===== config.mk =====
export PLATFORM = sky130hd
export DESIGN_NAME = trap_ctrl
export DESIGN_NICKNAME = d
export VERILOG_FILES = /design/src/rtl/trap_pkg.sv /design/src/rtl/trap_int_prio.sv /design/src/rtl/trap_ctrl.sv
export SDC_FILE = /design/constraint.sdc
export NUM_CORES = 1
export LEC_CHECK = 0
export CAP_MARGIN = 25
export CORE_AREA = 10 10 161 163
export CTS_CLUSTER_SIZE = 8
export DETAILED_ROUTE_END_ITERATION = 10
export DIE_AREA = 0 0 171 173
export PLACE_DENSITY = 0.7
export REMOVE_ABC_BUFFERS = 1
export SLEW_MARGIN = 10
export SYNTH_ARGS = -nofsm -noshare
export SYNTH_HDL_FRONTEND = slang
export SYNTH_SLANG_ARGS = --single-unit

===== constraint.sdc =====
create_clock -name clk -period 4.6 [get_ports clk]
set_clock_uncertainty 0.15 [all_clocks]
set_input_delay 0.92 -clock clk [delete_from_list [all_inputs] [get_ports clk]]
set_output_delay 0.92 -clock clk [all_outputs]
set_load 0.03 [all_outputs]

===== src/rtl/trap_pkg.sv =====
// Shared types, cause codes, mstatus bit positions and mstatus update helpers
// for the machine-mode trap sequencer.
package trap_pkg;

   typedef enum logic [1:0] {
      S_IDLE     = 2'd0,
      S_ENTER    = 2'd1,
      S_RETURN   = 2'd2,
      S_REDIRECT = 2'd3
   } trap_state_e;

   // interrupt cause codes (mcause[4:0] with interrupt bit set)
   localparam logic [4:0] CAUSE_MEI     = 5'd11;
   localparam logic [4:0] CAUSE_MSI     = 5'd3;
   localparam logic [4:0] CAUSE_MTI     = 5'd7;

   // exception cause codes
   localparam logic [4:0] CAUSE_ILLEGAL = 5'd2;
   localparam logic [4:0] CAUSE_ECALL_U = 5'd8;
   localparam logic [4:0] CAUSE_ECALL_M = 5'd11;

   localparam int MSTAT_MIE    = 3;
   localparam int MSTAT_MPIE   = 7;
   localparam int MSTAT_MPP_HI = 12;
   localparam int MSTAT_MPP_LO = 11;

   localparam logic [1:0] PRIV_M = 2'b11;
   localparam logic [1:0] PRIV_U = 2'b00;

   // mstatus image written on trap entry: stack MIE into MPIE, record the
   // privilege the trap came from
   function automatic logic [31:0] enter_mstatus(input logic [31:0] s,
                                                 input logic [1:0]  p);
      logic [31:0] r;
      r = s;
      r[MSTAT_MPIE] = s[MSTAT_MIE];
      r[MSTAT_MIE]  = 1'b0;
      r[MSTAT_MPP_HI:MSTAT_MPP_LO] = p;
      return r;
   endfunction

   // mstatus image written on mret: pop MPIE back into MIE, MPP drops to U
   function automatic logic [31:0] return_mstatus(input logic [31:0] s);
      logic [31:0] r;
      r = s;
      r[MSTAT_MIE]  = s[MSTAT_MPIE];
      r[MSTAT_MPIE] = 1'b1;
      r[MSTAT_MPP_HI:MSTAT_MPP_LO] = PRIV_U;
      return r;
   endfunction

   // only M and U exist; reserved MPP encodings collapse to U
   function automatic logic [1:0] mpp_to_priv(input logic [1:0] mpp);
      return (mpp == PRIV_M) ? PRIV_M : PRIV_U;
   endfunction

endpackage


===== src/rtl/trap_int_prio.sv =====
// Fixed-priority interrupt selector: MEI > MSI > MTI, all other pending bits
// are ignored.
module trap_int_prio
   import trap_pkg::*;
(
   input  logic [31:0] int_pend,
   output logic        valid,
   output logic [4:0]  code
);

   // bits other than the three machine interrupt lines are deliberately unused
   logic unused_pend;
   assign unused_pend = ^int_pend;

   // priority pick of the highest pending machine interrupt
   always_comb begin
      valid = 1'b0;
      code  = 5'd0;
      if (int_pend[CAUSE_MEI]) begin
         valid = 1'b1;
         code  = CAUSE_MEI;
      end else if (int_pend[CAUSE_MSI]) begin
         valid = 1'b1;
         code  = CAUSE_MSI;
      end else if (int_pend[CAUSE_MTI]) begin
         valid = 1'b1;
         code  = CAUSE_MTI;
      end
   end

endmodule


===== src/rtl/trap_ctrl.sv =====
// Machine-mode trap sequencer. Arbitrates exception / interrupt / mret while
// idle, then emits the CSR write strobes, flush and PC redirect.
//
//   state    | meaning
//   ---------+---------------------------------------------------------
//   IDLE     | arbitrate requests; latch CSR data and redirect target
//   ENTER    | write mstatus/mepc/mcause/mtval, flush; priv -> M
//   RETURN   | write mstatus, flush; priv -> decoded MPP
//   REDIRECT | redirect_valid_o for one cycle, then back to IDLE
module trap_ctrl
   import trap_pkg::*;
#(
   parameter int          XLEN     = 32,
   parameter logic [31:0] RESET_PC = 32'h0000_0000
) (
   input  logic            clk,
   input  logic            rst,
   input  logic [XLEN-1:0] mstat_i,
   input  logic [XLEN-1:0] mie_i,
   input  logic [XLEN-1:0] mip_i,
   input  logic [XLEN-1:0] mtvec_i,
   input  logic [XLEN-1:0] mepc_i,
   input  logic            exc_valid_i,
   input  logic [4:0]      exc_cause_i,
   input  logic [XLEN-1:0] exc_pc_i,
   input  logic [XLEN-1:0] exc_tval_i,
   input  logic [XLEN-1:0] int_pc_i,
   input  logic            mret_i,
   output logic            stall_o,
   output logic            flush_o,
   output logic            mstat_we_o,
   output logic [XLEN-1:0] mstat_wd_o,
   output logic            mepc_we_o,
   output logic [XLEN-1:0] mepc_wd_o,
   output logic            mcause_we_o,
   output logic [XLEN-1:0] mcause_wd_o,
   output logic            mtval_we_o,
   output logic [XLEN-1:0] mtval_wd_o,
   output logic            redirect_valid_o,
   output logic [XLEN-1:0] redirect_pc_o,
   output logic [1:0]      priv_o
);

   trap_state_e     state_q;
   logic [1:0]      priv_q;
   logic [1:0]      ret_priv_q;
   logic [XLEN-1:0] mstat_wd_q;
   logic [XLEN-1:0] mepc_wd_q;
   logic [XLEN-1:0] mcause_wd_q;
   logic [XLEN-1:0] mtval_wd_q;
   logic [XLEN-1:0] redirect_pc_q;

   logic [XLEN-1:0] int_pend;
   logic            int_valid;
   logic [4:0]      int_code;
   logic [XLEN-1:0] tvec_base;
   logic [XLEN-1:0] int_target;

   // saved PCs are word aligned, so their low two bits never reach mepc
   logic unused_pc_lsb;
   assign unused_pc_lsb = ^{exc_pc_i[1:0], int_pc_i[1:0]};

   // in U-mode interrupts are taken regardless of mstatus.MIE
   assign int_pend = mip_i & mie_i
                   & {XLEN{mstat_i[MSTAT_MIE] | (priv_q == PRIV_U)}};

   trap_int_prio u_int_prio (
      .int_pend (int_pend),
      .valid    (int_valid),
      .code     (int_code)
   );

   // exceptions always use the base; only mode 1 vectors interrupts
   assign tvec_base  = {mtvec_i[XLEN-1:2], 2'b00};
   assign int_target = (mtvec_i[1:0] == 2'b01)
                     ? tvec_base + {{(XLEN-7){1'b0}}, int_code, 2'b00}
                     : tvec_base;

   // sequencer: arbitration, data capture and privilege tracking
   always_ff @(posedge clk or negedge rst) begin
      if (!rst) begin
         state_q       <= S_IDLE;
         priv_q        <= PRIV_M;
         ret_priv_q    <= PRIV_M;
         mstat_wd_q    <= '0;
         mepc_wd_q     <= '0;
         mcause_wd_q   <= '0;
         mtval_wd_q    <= '0;
         redirect_pc_q <= RESET_PC;
      end else begin
         case (state_q)
            S_IDLE: begin
               if (exc_valid_i) begin
                  state_q       <= S_ENTER;
                  mstat_wd_q    <= enter_mstatus(mstat_i, priv_q);
                  mepc_wd_q     <= {exc_pc_i[XLEN-1:2], 2'b00};
                  mcause_wd_q   <= {1'b0, {(XLEN-6){1'b0}}, exc_cause_i};
                  mtval_wd_q    <= exc_tval_i;
                  redirect_pc_q <= tvec_base;
               end else if (int_valid) begin
                  state_q       <= S_ENTER;
                  mstat_wd_q    <= enter_mstatus(mstat_i, priv_q);
                  mepc_wd_q     <= {int_pc_i[XLEN-1:2], 2'b00};
                  mcause_wd_q   <= {1'b1, {(XLEN-6){1'b0}}, int_code};
                  mtval_wd_q    <= '0;
                  redirect_pc_q <= int_target;
               end else if (mret_i) begin
                  state_q       <= S_RETURN;
                  mstat_wd_q    <= return_mstatus(mstat_i);
                  ret_priv_q    <= mpp_to_priv(mstat_i[MSTAT_MPP_HI:MSTAT_MPP_LO]);
                  redirect_pc_q <= mepc_i;
               end
            end
            S_ENTER: begin
               priv_q  <= PRIV_M;
               state_q <= S_REDIRECT;
            end
            S_RETURN: begin
               priv_q  <= ret_priv_q;
               state_q <= S_REDIRECT;
            end
            S_REDIRECT: begin
               state_q <= S_IDLE;
            end
            default: begin
               state_q <= S_IDLE;
            end
         endcase
      end
   end

   // strobes are pure state decodes so reset kills them in the same cycle
   assign stall_o          = (state_q != S_IDLE);
   assign flush_o          = (state_q == S_ENTER) || (state_q == S_RETURN);
   assign mstat_we_o       = (state_q == S_ENTER) || (state_q == S_RETURN);
   assign mepc_we_o        = (state_q == S_ENTER);
   assign mcause_we_o      = (state_q == S_ENTER);
   assign mtval_we_o       = (state_q == S_ENTER);
   assign redirect_valid_o = (state_q == S_REDIRECT);

   assign mstat_wd_o    = mstat_wd_q;
   assign mepc_wd_o     = mepc_wd_q;
   assign mcause_wd_o   = mcause_wd_q;
   assign mtval_wd_o    = mtval_wd_q;
   assign redirect_pc_o = redirect_pc_q;
   assign priv_o        = priv_q;

endmodule

# [Yosys cells after proc, flatten, opt, wreduce, memory -nomap -nowiden]
# Index checks and enable logic that the tools add are counted.
[word_totals] output_inout_bits=169 register_bits=166 word_cells=56 inputBits=265
[classes] bitwise_logic=5 n_addsub=1 n_reduce_logical=11 n_eq_ne=6 n_mux=25
[ops] op="32-bit two-way mux" n=13
[ops] op="32-bit by 7-bit adder with 32-bit output" n=1
[ops] op="12-bit AND" n=2
[ops] op="5-bit two-way mux" n=2
[ops] op="2-bit two-way mux" n=4
[ops] op="2-bit equality test (second input constant)" n=3
[ops] op="2-bit case mux with 3 select lines" n=1
[ops] op="2-bit nonzero test" n=3
[ops] op="2-bit by 1-bit equality test with 1-bit output (second input constant)" n=2
[ops] op="2-bit zero test" n=2
[ops] op="4-bit inequality test (second input constant)" n=1
[ops] op="2-bit case mux with 2 select lines" n=1
[ops] op="2-bit AND reduction" n=2
[ops] op="4-bit AND reduction" n=1
[ops] op="1-bit two-way mux" n=3
[ops] op="3-bit two-way mux" n=1
[ops] op="3-bit nonzero test" n=1
[ops] op="1-bit inverter" n=2
[ops] op="2-bit OR reduction" n=1
[ops] op="1-bit logical OR" n=1
[ops] op="1-bit OR" n=1

# [Depth between registers and ports, before layout]
# Gate-level depths: netlist of the first run.
[logic_depth] word_depth=10 depth_mapped=13 mapped_depth_nobuf=10

# [Hierarchy]
# A second synthesis of the first run with hierarchy kept.
[hier_totals] cells_unflattened=758 area_unflattened_um2=7191.9
[by_module_without_submodules] module="trap_ctrl" area_per_inst_um2=7144.4 cells_each=751 n_inst=1 seq_area_each_um2=3380.7
[by_module_without_submodules] module="trap_int_prio" area_per_inst_um2=47.5 cells_each=7 n_inst=1 seq_area_each_um2=0.0

# [Least setup slack after synthesis of the first run]
# Ideal clock, no wire load.
[synth_timing] kind="in2reg" startpoint="input mstat_i[3]" endpoint="register redirect_pc_q[20], in the netlist redirect_pc_o[20]" path_stages=13 t_required_ns=4.327 arrival_ns=3.661 path_slack_ns=0.666 n_path_buf=3 setup_ns=0.123 cell_sequence="nor2b_1 -> clkbuf_1 -> nor2_2 -> clkbuf_1 -> ha_1 -> inv_1 -> fa_1 -> nand2b_1 -> a21oi_1 -> clkbuf_1 -> nand4_1 -> mux2_2 -> o221a_2"
[synth_between] elab_chain_cells=9 elab_cells_between_ends=14 cone_classes="add/sub (1); mux (9); bitwise (2); reduce/logical (2)"
[synth_rtl] item="start, declared" line="trap_ctrl.sv:18" source="input logic [XLEN-1:0] mstat_i,"
[synth_rtl] item="1-bit OR *" line="trap_ctrl.sv:65" source="& {XLEN{mstat_i[MSTAT_MIE] | (priv_q == PRIV_U)}};"
[synth_rtl] item="12-bit AND *" line="trap_ctrl.sv:65"
[synth_rtl] item="3-bit two-way mux" line="trap_int_prio.sv:25" source="end else if (int_pend[CAUSE_MTI]) begin"
[synth_rtl] item="5-bit two-way mux" line="trap_int_prio.sv:22" source="end else if (int_pend[CAUSE_MSI]) begin"
[synth_rtl] item="5-bit two-way mux" line="trap_int_prio.sv:19" source="if (int_pend[CAUSE_MEI]) begin"
[synth_rtl] item="32-bit by 7-bit adder with 32-bit output" line="trap_ctrl.sv:76" source="? tvec_base + {{(XLEN-7){1'b0}}, int_code, 2'b00}"
[synth_rtl] item="32-bit two-way mux" line="trap_ctrl.sv:76"
[synth_rtl] item="32-bit two-way mux" line="trap_ctrl.sv:100" source="end else if (int_valid) begin"
[synth_rtl] item="32-bit two-way mux" line="trap_ctrl.sv:93" source="if (exc_valid_i) begin"
[synth_rtl] item="end signal, assigned" line="trap_ctrl.sv:99" source="redirect_pc_q <= tvec_base;"
[synth_rtl] item="end signal, assigned" line="trap_ctrl.sv:106" source="redirect_pc_q <= int_target;"
[synth_rtl] item="end signal, assigned" line="trap_ctrl.sv:111" source="redirect_pc_q <= mepc_i;"
[synth_rtl] item="end, declared" line="trap_ctrl.sv:51" source="logic [XLEN-1:0] redirect_pc_q;"
# Every way passes the cells marked *; elsewhere a longest branch is shown, timed or not.
# A chain may end at the register's enable or synchronous reset.

# [Worst setup path after layout of the first run]
[layout_timing] startpoint="input mip_i[7]" endpoint="register redirect_pc_q[12], in the netlist redirect_pc_o[12]"
[layout_between] elab_chain_cells=9 elab_cells_between_ends=14 cone_classes="add/sub (1); mux (9); bitwise (2); reduce/logical (2)"
[layout_rtl] item="start, declared" line="trap_ctrl.sv:20" source="input logic [XLEN-1:0] mip_i,"
[layout_rtl] item="12-bit AND *" line="trap_ctrl.sv:64" source="assign int_pend = mip_i & mie_i"
[layout_rtl] item="12-bit AND *" line="trap_ctrl.sv:65"
[layout_rtl] item="3-bit two-way mux" line="trap_int_prio.sv:25"
[layout_rtl] item="5-bit two-way mux" line="trap_int_prio.sv:22"
[layout_rtl] item="5-bit two-way mux" line="trap_int_prio.sv:19"
[layout_rtl] item="32-bit by 7-bit adder with 32-bit output" line="trap_ctrl.sv:76"
[layout_rtl] item="32-bit two-way mux" line="trap_ctrl.sv:76"
[layout_rtl] item="32-bit two-way mux" line="trap_ctrl.sv:100"
[layout_rtl] item="32-bit two-way mux" line="trap_ctrl.sv:93"
# Marks and branches as above.

==> results of run 1 <==
layout make-up:
class                           count  area (um^2)  share of cell area (%)
Antenna cell                        1         2.50                  0.0221
Clock buffer                       17          425                    3.75
Clock inverter                     15          204                    1.80
Inverter                           13         48.8                   0.431
Multi-Input combinational cell    543         3300                    29.1
Sequential cell                   135         3380                    29.8
Tap cell                          285          357                    3.15
Timing Repair Buffer              360         3620                    31.9
metal layers:
layer | up-vias | GRT usage (%) | wire length (um)
met5 | - | 0 | 0
met4 | 0 | 4.71 | 287
met3 | 16 | 6.19 | 2660
met2 | 308 | 32.9 | 14300
met1 | 3315 | 22.1 | 11300
li1 | 3273 | - | -
report_power, final:
| group | internal [uW] | switching (uW) | total [uW] |
|---|---|---|---|
| sequential | 1760 | 317 | 2080 |
| clock | 838 | 629 | 1470 |
| combinational | 1680 | 2450 | 4140 |
| total | 4280 | 3400 | 7680 |
through the flow:
stage	worst slack, ps	power, uW	hold WS, ps	instances
finish	845	7680	324	1369
floorplan	221	4270	303	691
global placement	496	6200	308	1335
CTS	883	7760	328	1367
detailed placement	439	6250	311	1335
global route	656	8130	351	1368
path summary, 6_finish.rpt:
check	startpoint	to	slack (ps)	cells past startpoint
worst max-delay path	mip_i[7]	redirect_pc_o[12]	840	12
worst min-delay path	mstat_wd_o[19]	mstat_wd_o[19]	320	2
worst max register to register	priv_o[0]	redirect_pc_o[12]	1450	11
worst min register to register	mstat_wd_o[19]	mstat_wd_o[19]	320	2
max in group asynchronous	rst	priv_o[0]	3060	2
min in group asynchronous	rst	mstat_wd_o[19]	420	1
flip-flops by register name, indices dropped and copies added, names as in the netlist:
name and count:
mepc_wd_o 30, priv_o 1, ret_priv_q 1, redirect_pc_o 32, state_q 2, mstat_wd_o 31, mtval_wd_o 32, mcause_wd_o 6
kinds of logic (layout without fill, tap and decap cells):
family / Yosys count / count (layout)
compound gates: 180 / 180
xor+xnor: 8 / 8
fa+ha+maj: 10 / 10
buf+inv: 94 / 405
flops: 135 / 135
mux: 38 / 38
other cells: 1 / 29
simple gates: 279 / 279
cells in the mapped netlist (4+ instances only):
cell      instances  area share (%)
a22oi_1           4            0.42
ha_1              9             1.6
o31ai_1           4            0.42
mux2i_1          36             5.1
nand3_1          14            0.98
o221a_2           4            0.63
nand2_1         156             8.2
buf_1             6            0.32
xor2_1            7            0.86
nor4_1            8            0.70
a22o_1           38             4.7
o221ai_1          5            0.62
inv_1            10            0.53
and3_1           13             1.1
nor2b_1           4            0.35
clkbuf_1         21             1.1
a31oi_1           9            0.79
nor3_1           11            0.77
buf_2            13            0.91
o211ai_1          9            0.95
buf_4            34             3.6
nand4_1          14             1.2
a211oi_1          6            0.63
a21oi_1          21             1.5
dfrtp_1         133              47
nor2_1           34             1.8
o21ai_0          49             3.4
worst max-delay path, stage by stage:
cell             delay (ps)
clkdlybuf4s50_1         530
a222oi_1                150
nor2_2                  290
ha_1                    260
inv_1                    60
fa_1                    400
nand2b_1                170
a21oi_1                 130
buf_4                   220
or3b_2                  470
xor2_1                  140
o221ai_1                130
==> impl_metrics.py, run 1 <==
metrics = {
    "synthesis": {
        "synth_xor_xnor_area_share_pct": 0.984,
        "synth_compound_area_share_pct": 18.0,
        "synth_edf_count": 0,
        "syn_area_um2": 7120,
        "synthAdderAreaFrac_pct": 1.86,
        "ys_types": 75,
        "synth-seq-cells": 135,
        "muxShareOfSynthArea_pct": 5.43,
        "synth_cells": 745,
        "ys_async_sr_fraction_pct": 100,
        "synth_ff_type": "dfrtp_1",
        "synth_seq_area_share_pct": 47.5,
        "synth-simple-area-share_pct": 18.3,
        "synth_top_family_by_area": "simple AND/OR/NAND/NOR gates",
        "syn-mean-instance-area_um2": 9.56,
        "yosys_warnings": 0,
    },
    "sta": {
        "fmax_ghz": 0.266,
        "slew_viol_final": 0,
        "maxSlewHeadroom_pct": 34.4,
        "worstMarginPinSlew_ps": 979,
        "fin_crit_ps": 3760,
        "finalCritPeriodShare_pct": 81.6,
        "rsz0062_at_grt": "no",
        "hold_viol": 0,
        "setup_tns_ps": 0,
        "setup_viol": 0,
    },
    "die": {
        "die_height_um": 173,
        "initial_utilization_pct": 31.5,
        "die_width_um": 171,
        "num_rows": 55,
        "die_area_um2": 29600,
        "ioPinCount": 434,
        "core_region_area_um2": 22600,
    },
    "clocking": {
        "cts_tree": "done",
        "post-cts-setup-buffers": 0,
        "postCtsHoldBufs": 0,
        "clock_latency_ps": 410,
        "root_buffer": "clkbuf_16",
        "htreeDepth": 4,
        "clock_path_buffers": 2,
        "cts_sinks": 135,
        "clk_pin_slew_ps": 70,
        "cts.repair.resized": 0,
        "numCtsBuffers": 17,
    },
    "routing": {
        "drc_errors": 0,
        "dr.pass1.iters": 5,
        "wl_um": 28600,
        "num_vias": 6912,
        "ant_nets": 0,
        "drt-initial-drc-count": 559,
        "post_drt_wl_per_cell_um": 20.9,
        "vias_per_cell": 5.05,
    },
    "place": {
        "place_congestion": 0.814,
        "portBuffers": 343,
        "dpl-instance-area_um2": 10700,
        "dp_hpwl_um": 21900,
    },
    "worst_setup_path": {
        "critPathLaunchType": "primary input",
        "worstSetupPathType": "in -> reg",
        "crit_fanout": 15,
        "arrival_ps": 3880,
        "cp.required_ps": 4720,
        "end_kind": "flop",
    },
    "final_layout": {
        "nets": 1345,
        "postLayoutCoreUtil_pct": 50.2,
        "layout_commonest_cell": "clkdlybuf4s50_1",
        "layout_common_cells": "341 x clkdlybuf4s50_1, 156 x nand2_1, 133 x dfrtp_1",
        "drive_above_1_share_pct": 7.48,
        "stdcell_area_um2": 11300,
        "fill_cells": 2101,
        "area_delta_synth_final_pct": 59.2,
    },
    "grt": {
        "grt_pass1_vias": 7305,
        "antenna_found_initial": 1,
        "grt_start_max_net_pins": 105,
        "grt.overflow.total": 0,
        "grt.total_usage_pct": 19.0,
        "grt_pass1_wl_um": 43800,
    },
    "power_and_ir_drop": {
        "vdd_drop_max_v": 0.000448,
        "power.density_nw_per_um2": 677,
        "p_leak_uw": 0.00489,
    },
    "flow_run": {
        "cap_violations": 0,
    },
    "status": {
        "outcome": "completed",
    },
    "min_path": {
        "min_path_type": "reg -> reg",
    },
}
Note: power is estimated with default switching activity, not from simulation.
==> run 2: changes to the inputs <==
- PLACE_DENSITY: 0.7 -> 0.72
- clock period: 4.6 -> 3.45 ns (I/O delays scaled with it)
==> impl_metrics.py, run 2 (synthesis results as in run 1) <==
metrics = {
    "status": {
        "outcome": "completed",
    },
    "grt": {
        "grt.overflow.total": 0,
        "grt_start_max_net_pins": 101,
        "grt.total_usage_pct": 19.0,
        "grt_pass1_vias": 7388,
        "grt_pass1_wl_um": 43700,
        "antenna_found_initial": 3,
    },
    "die": {
        "ioPinCount": 434,
        "initial_utilization_pct": 31.5,
        "num_rows": 55,
        "die_height_um": 173,
        "core_region_area_um2": 22600,
        "die_area_um2": 29600,
        "die_width_um": 171,
    },
    "sta": {
        "setup_tns_ps": 0,
        "maxSlewHeadroom_pct": 47.5,
        "slew_viol_final": 0,
        "fmax_ghz": 0.297,
        "postLayoutSetupSlackWorst_ps": 87.3,
        "worstMarginPinSlew_ps": 779,
        "fin_crit_ps": 3360,
        "hold_viol": 0,
        "finalCritPeriodShare_pct": 97.5,
        "rsz0062_at_grt": "yes",
        "setup_viol": 0,
    },
    "clocking": {
        "numCtsBuffers": 17,
        "clk_pin_slew_ps": 70,
        "htreeDepth": 4,
        "clock_latency_ps": 420,
        "root_buffer": "clkbuf_16",
        "clock_path_buffers": 2,
        "cts_sinks": 135,
        "cts_tree": "done",
        "postCtsHoldBufs": 0,
    },
    "routing": {
        "drt-initial-drc-count": 581,
        "vias_per_cell": 5.07,
        "num_vias": 7119,
        "drc_errors": 0,
        "ant_nets": 0,
        "dr.pass1.iters": 6,
        "post_drt_wl_per_cell_um": 20.9,
        "wl_um": 29300,
    },
    "final_layout": {
        "multi_input_area_um2": 3310,
        "seqCellArea_um2": 3380,
        "layout_common_cells": "341 x clkdlybuf4s50_1, 156 x nand2_1, 133 x dfrtp_1",
        "layout_commonest_cell": "clkdlybuf4s50_1",
        "drive_above_1_share_pct": 10.3,
        "area_delta_synth_final_pct": 61.7,
        "nets": 1377,
        "fill_cells": 2077,
    },
    "worst_setup_path": {
        "critPathLaunchType": "primary input",
        "slowest_stage": "a222oi_1",
        "worstSetupPathType": "in -> reg",
        "arrival_ps": 3520,
        "critPathMostFrequentCell": "nor2_2",
        "crit_fanout": 4,
        "end_kind": "flop",
        "path_cells": "clkdlybuf4s50_1 > a222oi_1 > nor2_2 > buf_4 > ha_1 > a211o_2 > a31oi_4 > nor2_2 > a311o_1 > a31o_2",
        "cp.required_ps": 3600,
        "r2r_setup_slack_ps": 510,
        "reg2reg_from": "priv_o[0]",
        "startpoint": "mie_i[7]",
        "slowest_delay_ps": 540,
    },
    "place": {
        "place_congestion": 0.824,
        "dp_hpwl_um": 22700,
        "portBuffers": 343,
        "pre_cts_ws_ps": -377,
    },
    "min_path": {
        "min_path_type": "in -> async",
    },
    "power_and_ir_drop": {
        "combPwrFrac_pct": 54.7,
        "clkPwrFrac_pct": 17.8,
        "power.share.sequential_pct": 27.5,
        "power.density_nw_per_um2": 881,
        "internal_power_uw": 5650,
        "p_leak_uw": 0.00502,
        "p_sw_uw": 4490,
        "switching_share_pct": 44.3,
        "vdd_drop_max_v": 0.000562,
    },
    "flow_run": {
        "cap_violations": 0,
    },
}
## run 2: cell count changes in the layout (fill, tap and decap cells not counted), moves of 2 or more
| cell | delta |
|---|---|
| clkinv_8 | -2 |
| clkinv_2 | +3 |
| inv_8 | -5 |
| buf_4 | +33 |
| inv_6 | +4 |
| diode_2 | +2 |
## run 2: cell type report
class	count	area share, %
multi-input combinational	543	28.7
inverter	13	0.424
sequential	135	29.4
antenna	3	0.0652
timing repair buffer	392	33.3
clock inverter	14	1.18
clock buffer	18	3.81
tap	285	3.10
## run 2: per-stage QoR
stage / util [%] / hold WS, ps / instances / instance area, um^2 / power [uW]
after floorplan: - / 244 / 691 / 6710 / 5690
after global placement: 48.4 / 306 / 1367 / 10900 / 8290
after detailed placement: 48.4 / 311 / 1367 / 10900 / 8400
after CTS: 50.9 / 127 / 1399 / 11500 / 10300
after global routing: 51.0 / 146 / 1403 / 11500 / 10700
final: 51.0 / 105 / 1403 / 11500 / 10100
## run 2: path summary, 6_finish.rpt
| kind | to | cells after the start |
|---|---|---|
| setup / recovery | redirect_pc_o[15] | 10 |
| hold / removal | mstat_wd_o[9] | 1 |
| setup reg to reg | redirect_pc_o[15] | 9 |
| hold reg to reg | mstat_wd_o[1] | 2 |
| max in group asynchronous | mepc_wd_o[7] | 2 |
| min in group clk | mstat_wd_o[1] | 2 |
## run 2: repair_timing
item                                    4_1_cts  5_1_grt
endpoints found under the setup margin        0        4
setup buffers                                 0        1
gates resized for setup                       0        2
## run 2: routing by layer
metal,vias up,wire length [um],share of wire [%],global-route usage [%]
li1,3330,-,-,-
met1,3386,11200,38,21.5
met2,367,14400,49,32.0
met3,36,2990,10,6.90
met4,0,626,2.1,7.07
met5,-,0,0,0
## run 2: worst max-delay path: cells and delay by family
kind / cells / cell delay [ps]
AO/OA/AOI/OAI: 5 / 1710
buffers and inverters: 2 / 590
adder cells (fa/ha/maj): 1 / 280
AND/OR/NAND/NOR: 2 / 230
## run 2: power groups by stage
| stage | logic (uW) | clock network, uW | registers, uW |
|---|---|---|---|
| 5_1_grt | 5930 | 1930 | 2870 |
| 3_5_place_dp | 5600 | 0 | 2800 |
| 2_1_floorplan | 1500 | 0 | 4200 |
| 3_3_place_gp | 5530 | 0 | 2770 |
| 6_report | 5550 | 1810 | 2790 |
| 4_1_cts | 5630 | 1860 | 2790 |
